===== src/rtl/gate_pkg.sv =====
// Shared definitions for the parking-gate access-code link.
// Holds the transmitter state encoding, the default gate code, the default
// arm timeout and a counter-width helper used by every counter in the block.
package gate_pkg;

    typedef enum logic [2:0] {
        IDLE = 3'd0,
        SEND = 3'd1,
        WAIT = 3'd2,
        GAP  = 3'd3,
        PASS = 3'd4,
        FAIL = 3'd5
    } gate_state_t;

    // Code sequence the gate controller expects by default.
    localparam logic [4:0] GATE_PIN_DEFAULT = 5'b10100;

    // Clocks to wait for the arm to rise after the last code bit.
    localparam int GATE_TIMEOUT_DEFAULT = 15;

    // Width of a counter that counts 0..n-1; never narrower than one bit.
    function automatic int cnt_width(input int n);
        return (n > 1) ? $clog2(n) : 1;
    endfunction

endpackage


===== src/rtl/tick_counter.sv =====
// Modulo-MOD tick counter with synchronous clear and enable.
// o_tc is high while the count sits at MOD-1; an enabled count at terminal
// value returns to zero on the next edge, so the counter never wraps past MOD.
module tick_counter
    import gate_pkg::*;
#(
    parameter int MOD = 1
) (
    input  logic i_clock,
    input  logic i_reset,
    input  logic i_clr,
    input  logic i_en,
    output logic o_tc
);

    localparam int CW = cnt_width(MOD);

    logic [CW-1:0] r_count;

    assign o_tc = (r_count == CW'(MOD - 1));

    // Count enabled cycles, restarting at zero on clear or at terminal count.
    always_ff @(posedge i_clock) begin
        if (!i_reset) begin
            r_count <= {CW{1'b0}};
        end else if (i_clr) begin
            r_count <= {CW{1'b0}};
        end else if (i_en) begin
            if (o_tc) begin
                r_count <= {CW{1'b0}};
            end else begin
                r_count <= r_count + CW'(1);
            end
        end else begin
            r_count <= r_count;
        end
    end

endmodule


===== src/rtl/pin_transmitter.sv =====
// Access-code transmitter facing the parking-gate controller.
// On a request the captured code is shifted out MSB first on B while A is
// held high, then the block waits for the gate arm (aguja) and pulses
// granted or denied. Optional build macro PIN_TX_RETRY_EN adds a one-cycle
// A=0 gap and re-sends the code after a timeout, up to MAX_TRIES attempts.
// All outputs are registered from the next-state decode, so they change on
// the same edge as the state they describe.
module pin_transmitter
    import gate_pkg::*;
#(
    parameter int PIN_W      = 5,
    parameter int BIT_CYCLES = 1,
    parameter int TIMEOUT    = GATE_TIMEOUT_DEFAULT,
    parameter int MAX_TRIES  = 3
) (
    input  logic             clock,
    input  logic             reset,
    input  logic             start,
    input  logic [PIN_W-1:0] pin,
    input  logic             aguja,
    output logic             A,
    output logic             B,
    output logic             busy,
    output logic             granted,
    output logic             denied
);

    localparam int IW = cnt_width(PIN_W);

    gate_state_t      r_state;
    gate_state_t      w_state_next;
    logic [PIN_W-1:0] r_pin_q;
    logic [PIN_W-1:0] w_pin_next;
    logic [IW-1:0]    r_bit_idx;
    logic [IW-1:0]    w_bit_idx_next;

    logic w_bit_en;
    logic w_bit_clr;
    logic w_bit_tc;
    logic w_tmo_en;
    logic w_tmo_clr;
    logic w_tmo_tc;
    logic w_retry_left;

    logic r_a;
    logic r_b;
    logic r_busy;
    logic r_granted;
    logic r_denied;
    logic w_a_next;
    logic w_b_next;
    logic w_busy_next;
    logic w_granted_next;
    logic w_denied_next;

`ifdef PIN_TX_RETRY_EN
    localparam int TW = cnt_width(MAX_TRIES);

    logic [TW-1:0] r_try;
    logic [TW-1:0] w_try_next;

    assign w_retry_left = (r_try < TW'(MAX_TRIES - 1));

    // Attempt counter: cleared on a new request, bumped in each gap.
    always_ff @(posedge clock) begin
        if (!reset) begin
            r_try <= {TW{1'b0}};
        end else begin
            r_try <= w_try_next;
        end
    end
`else
    // Without retry a timeout always ends the request.
    assign w_retry_left = (MAX_TRIES > 0) & 1'b0;
`endif

    // Per-bit hold timer; runs only while sending.
    tick_counter #(
        .MOD (BIT_CYCLES)
    ) u_bit_timer (
        .i_clock (clock),
        .i_reset (reset),
        .i_clr   (w_bit_clr),
        .i_en    (w_bit_en),
        .o_tc    (w_bit_tc)
    );

    // Arm timeout timer; runs only while waiting for the gate.
    tick_counter #(
        .MOD (TIMEOUT)
    ) u_tmo_timer (
        .i_clock (clock),
        .i_reset (reset),
        .i_clr   (w_tmo_clr),
        .i_en    (w_tmo_en),
        .o_tc    (w_tmo_tc)
    );

    // Next-state, code capture and bit-index sequencing.
    always_comb begin
        w_state_next   = r_state;
        w_pin_next     = r_pin_q;
        w_bit_idx_next = r_bit_idx;
        w_bit_en       = 1'b0;
        w_bit_clr      = 1'b1;
        w_tmo_en       = 1'b0;
        w_tmo_clr      = 1'b1;
`ifdef PIN_TX_RETRY_EN
        w_try_next     = r_try;
`endif
        case (r_state)
            IDLE: begin
                if (start) begin
                    w_state_next   = SEND;
                    w_pin_next     = pin;
                    w_bit_idx_next = IW'(PIN_W - 1);
`ifdef PIN_TX_RETRY_EN
                    w_try_next     = {TW{1'b0}};
`endif
                end else begin
                    w_state_next = IDLE;
                end
            end
            SEND: begin
                w_bit_en  = 1'b1;
                w_bit_clr = 1'b0;
                if (w_bit_tc) begin
                    if (r_bit_idx == {IW{1'b0}}) begin
                        w_state_next = WAIT;
                    end else begin
                        w_bit_idx_next = r_bit_idx - IW'(1);
                    end
                end else begin
                    w_state_next = SEND;
                end
            end
            WAIT: begin
                w_tmo_en  = 1'b1;
                w_tmo_clr = 1'b0;
                // A grant on the terminal timeout cycle takes priority.
                if (aguja) begin
                    w_state_next = PASS;
                end else if (w_tmo_tc) begin
                    w_state_next = w_retry_left ? GAP : FAIL;
                end else begin
                    w_state_next = WAIT;
                end
            end
`ifdef PIN_TX_RETRY_EN
            GAP: begin
                w_state_next   = SEND;
                w_bit_idx_next = IW'(PIN_W - 1);
                w_try_next     = r_try + TW'(1);
            end
`endif
            PASS: begin
                if (!aguja) begin
                    w_state_next = IDLE;
                end else begin
                    w_state_next = PASS;
                end
            end
            FAIL: begin
                w_state_next = IDLE;
            end
            default: begin
                w_state_next = IDLE;
            end
        endcase
    end

    // Output decode from the state being entered, so lines follow the state.
    always_comb begin
        w_a_next       = 1'b0;
        w_b_next       = 1'b0;
        w_busy_next    = 1'b1;
        w_granted_next = (r_state == WAIT) && (w_state_next == PASS);
        w_denied_next  = 1'b0;
        case (w_state_next)
            IDLE: begin
                w_busy_next = 1'b0;
            end
            SEND: begin
                w_a_next = 1'b1;
                w_b_next = w_pin_next[w_bit_idx_next];
            end
            WAIT: begin
                w_a_next = 1'b1;
            end
            GAP: begin
                w_a_next = 1'b0;
            end
            PASS: begin
                w_a_next = 1'b1;
            end
            FAIL: begin
                w_denied_next = 1'b1;
            end
            default: begin
                w_busy_next = 1'b0;
            end
        endcase
    end

    // State, captured code, bit index and registered outputs.
    always_ff @(posedge clock) begin
        if (!reset) begin
            r_state   <= IDLE;
            r_pin_q   <= {PIN_W{1'b0}};
            r_bit_idx <= {IW{1'b0}};
            r_a       <= 1'b0;
            r_b       <= 1'b0;
            r_busy    <= 1'b0;
            r_granted <= 1'b0;
            r_denied  <= 1'b0;
        end else begin
            r_state   <= w_state_next;
            r_pin_q   <= w_pin_next;
            r_bit_idx <= w_bit_idx_next;
            r_a       <= w_a_next;
            r_b       <= w_b_next;
            r_busy    <= w_busy_next;
            r_granted <= w_granted_next;
            r_denied  <= w_denied_next;
        end
    end

    assign A       = r_a;
    assign B       = r_b;
    assign busy    = r_busy;
    assign granted = r_granted;
    assign denied  = r_denied;

endmodule


===== config.mk =====
export PLATFORM = sky130hd
export DESIGN_NAME = pin_transmitter
export DESIGN_NICKNAME = d
export VERILOG_FILES = /design/src/rtl/gate_pkg.sv /design/src/rtl/tick_counter.sv /design/src/rtl/pin_transmitter.sv
export SDC_FILE = /design/constraint.sdc
export NUM_CORES = 1
export LEC_CHECK = 0
export CAP_MARGIN = 15
export CORE_MARGIN = 3
export CORE_UTILIZATION = 35
export DETAILED_ROUTE_END_ITERATION = 6
export HOLD_SLACK_MARGIN = 0.06
export PLACE_DENSITY = 0.54
export SYNTH_ARGS = -nofsm -noshare
export SYNTH_HDL_FRONTEND = slang
export SYNTH_SLANG_ARGS = --single-unit

===== constraint.sdc =====
create_clock -name clock -period 2.1 [get_ports clock]
set_input_delay 0.42 -clock clock [delete_from_list [all_inputs] [get_ports clock]]
set_output_delay 0.42 -clock clock [all_outputs]
set_load 0.01 [all_outputs]

==> impl_results.md <==
* Drt total wl at 2040 um
* P_int at 0.000600 W
* Worst hold path type: flip-flop to flip-flop
* Sequential power share at 52.4%
* Synth top area share at 40.6%
* Largest stage delay, worst path at 350 ps
* YS warnings at 0
* Register clock-pin slew on the reported worst setup and hold paths at 110 ps
* Synth Area in XOR/XNOR at 1.78%
* Largest family of logic cells by synthesized area: simple AND/OR/NAND/NOR gates
* Hold Vio Cnt, Final at 0
* Arr. time, crit path at 2060 ps
* Reg2Reg Setup Slack at 230 ps
* Layout cells sized above 1 at 9.02%
* CP Capture Type: flip-flop
* Status: complete, no violations
* Fin. max-slew vios at 0
* Congestion Overflow GR at 0
* Total Routing Usage GR at 14.0%
* # fillers at 259
* Simple-gate portion of the synthesized area at 31.3%
* Sequential fraction of the synthesis area at 40.6%
* FMAX at 535 MHz
* Critical Path RT at 2300 ps
* Slowest stage cell, crit path: dfxtp_1
* Comb pwr share at 27.0%
* Max_slew headroom at 74.4%
* Total setup buffers inserted after CTS at 0
* Max IR drop VDD at 0.000391 V
* Register area at 400 um2
* Antenna Nets Post-Route at 0
* Proportion of synthesized area in mux cells at 8.50%
* Area of the core at 2570 um2
* Drt drc at 0
* P_sw at 0.000251 W
* Htree depth at 1
* Total CTS buffers at 3
* Hold Path Depth at 1
* Vias per inst at 5.13
* Power Density at 722 nW/um2
* Leakage Power at 0.462 nW
* Setup_tns at 0 ps
* Reg-to-reg startpoint: r_bit_idx[0]
* Root buf cell: clkbuf_4
* Worst Tran Pin Value at 384 ps
* Cell Rows at 18
* Post-CTS Resized at 0
* Post-Synth Adder-Cell Area at 2.54%
* DP Wirelength at 1530 um
* Crit-path most repeated cell: o311a_1
* Ant diodes at 0
* Setup violators final at 0
* First-pass GRT wire length at 3620 um
* CTS tree: built
* Final period utilization at 89.0%
* DR vias at 779
* Cell taking the most area after synthesis: dfxtp_1
* Synthesis-stage register bit count at 20
* Critical path's top delay family: compound AO/OA/AOI/OAI gates
* Cells after Synth at 106
* Minimum clock period at 1870 ps
* Worst-case clock buffer depth at 2
* Crit-path max FO at 7
* Area added between synthesis and finish at 19.4%
* Sw Ratio at 29.5%
* Syn_nets at 117
* Buffers & Inverters on Critical Path at 1
* Worst path cell trace: inv_1 -> ha_1 -> nand2b_1 -> nand3_2 -> a21boi_0 -> o311a_1 -> o311a_1
* Skew final at 9.10 ps
* Worst R2R Path Depth at 7
* Clock network fraction of design power at 20.6%
* # hold bufs at CTS at 0
* RSZ-0062 raised after global routing: false
* Distinct cells, synth at 36
* Largest net degree at the start of global routing at 12
* Hold path endpoint: u_tmo_timer.r_count[0]
* Multi-input gate area at 553 um2
* # clock sinks at 20
* Io pins at 14
* Syn avg cell area at 9.30 um2
* DIE AREA at 3490 um2
* # nets final at 135
* CP startpoint kind: flip-flop
* Synth Cell Area at 986 um2
* Hold path start: u_tmo_timer.r_count[0]
* Placer congestion estimate at 0.821
* Antenna violations before repair at 0
* Clk_lat worst skew at 290 ps
* Vias in the first global route at 765
* Max-cap check violation count at 0
* Compound-gate portion of the synthesized area at 11.9%
* Kind of critical path: flip-flop to flip-flop
* Crit path launch: r_bit_idx[0]
* DIE HEIGHT at 59.1 um
* First-pass iteration count of the detailed router at 4
* Dominant cells by area after synthesis: dfxtp_1 (41%), mux2i_1 (7.1%), nor2_1 (5.3%)
* Die Wd at 59.1 um
* DRT iter0 DRCs at 18
* RR Endpoint: B
* Starting Density at 38.4%
* Minimum hold slack at 503 ps
* IO Port Bufs at 13
* Routed length per placed instance at 13.4 um
cell usage after synthesis:
master and n:
dfxtp_1 20, nor2_1 14, nand2_1 9, mux2i_1 7, a21oi_1 5, and2_1 4
inv_1 3, nand2b_1 3, nand3b_1 3, nor2b_1 3, nor3b_1 3, buf_2 2
ha_1 2, nand4b_1 2, o21ai_0 2, o311a_1 2, or2_1 2, xor2_1 2
a211oi_1 1, a21boi_0 1, a21o_1 1, a22oi_1 1, a31o_1 1, a31oi_1 1
and4b_1 1, buf_6 1, mux2i_2 1, nand3_2 1, nor2_2 1, nor3_1 1
nor4_2 1, nor4b_4 1, nor4bb_1 1, o211a_1 1, o21a_1 1, or2b_1 1
power by group through the flow:
stage	combinational [W]	sequential, W	clock [W]
detailed placement	0.000230	0.000454	0
global route	0.000257	0.000453	0.000203
finish	0.000230	0.000446	0.000175
CTS	0.000232	0.000446	0.000185
floorplan	0.000166	0.000443	0
global placement	0.000229	0.000454	0
cells in the final DEF, fill, tap and decap left out, drive strengths merged:
master / count
nor4bb: 1
buf: 3
ha: 2
a31oi: 1
xor2: 2
a21oi: 5
and4b: 1
nor2b: 3
a21o: 1
nand2: 9
nor3b: 3
clkdlybuf4s50: 13
inv: 3
nor3: 1
o311a: 2
or2b: 1
a211oi: 1
o21ai: 2
and2: 4
clkbuf: 3
nand4b: 2
a21boi: 1
nand2b: 3
dfxtp: 20
nand3: 1
nand3b: 3
or2: 2
o21a: 1
a31o: 1
nor4: 1
o211a: 1
mux2i: 8
nor2: 15
a22oi: 1
nor4b: 1
sequential cells by signal (all words and copies together), names as in the netlist:
| signal | cells |
|---|---|
| A | 1 |
| B | 1 |
| busy | 1 |
| denied | 1 |
| granted | 1 |
| r_bit_idx | 3 |
| r_pin_q | 5 |
| r_state | 3 |
| u_tmo_timer.r_count | 4 |
cells by family (layout without fill, tap and decap cells):
logic type | Yosys count | after routing
adder cells (fa/ha/maj) | 2 | 2
XOR/XNOR | 2 | 2
flip-flops | 20 | 20
AND/OR/NAND/NOR | 51 | 51
AO/OA/AOI/OAI | 17 | 17
buffers and inverters | 6 | 22
multiplexers | 8 | 8
through the flow:
step	total power, W	utilization (%)	cell area, um2	setup slack [ps]	instances
6_report	0.000851	45.9	1180	232	152
3_3_place_gp	0.000683	45.0	1150	69.4	149
5_1_grt	0.000913	45.9	1180	86.7	152
3_5_place_dp	0.000684	45.0	1150	16.1	149
2_1_floorplan	0.000609	-	986	277	106
4_1_cts	0.000862	45.9	1180	212	152
worst max path at each step:
| stage | endpoint | slack [ps] | cells after the start |
|---|---|---|---|
| 2_1_floorplan | B | 280 | 7 |
| 3_3_place_gp | B | 70 | 6 |
| 3_5_place_dp | B | 20 | 6 |
| 4_1_cts | B | 210 | 7 |
| 5_1_grt | B | 90 | 7 |
| 6_report | B | 230 | 7 |
final cells by class:
cell class                 instances  share of cell area, %
multi-input combinational         80                   47.0
sequential                        20                   34.0
tap                               30                   3.19
timing repair buffer              16                   13.0
inverter                           3                  0.956
clock buffer                       3                   1.91
layer usage:
layer / global-route usage (%) / part of all wire, %
met1: 21.3 / 56
met2: 16.9 / 38
met3: 3.70 / 3.7
met4: 8.41 / 2.8
met5: 0 / 0
Power figures use the tool's default switching activity.
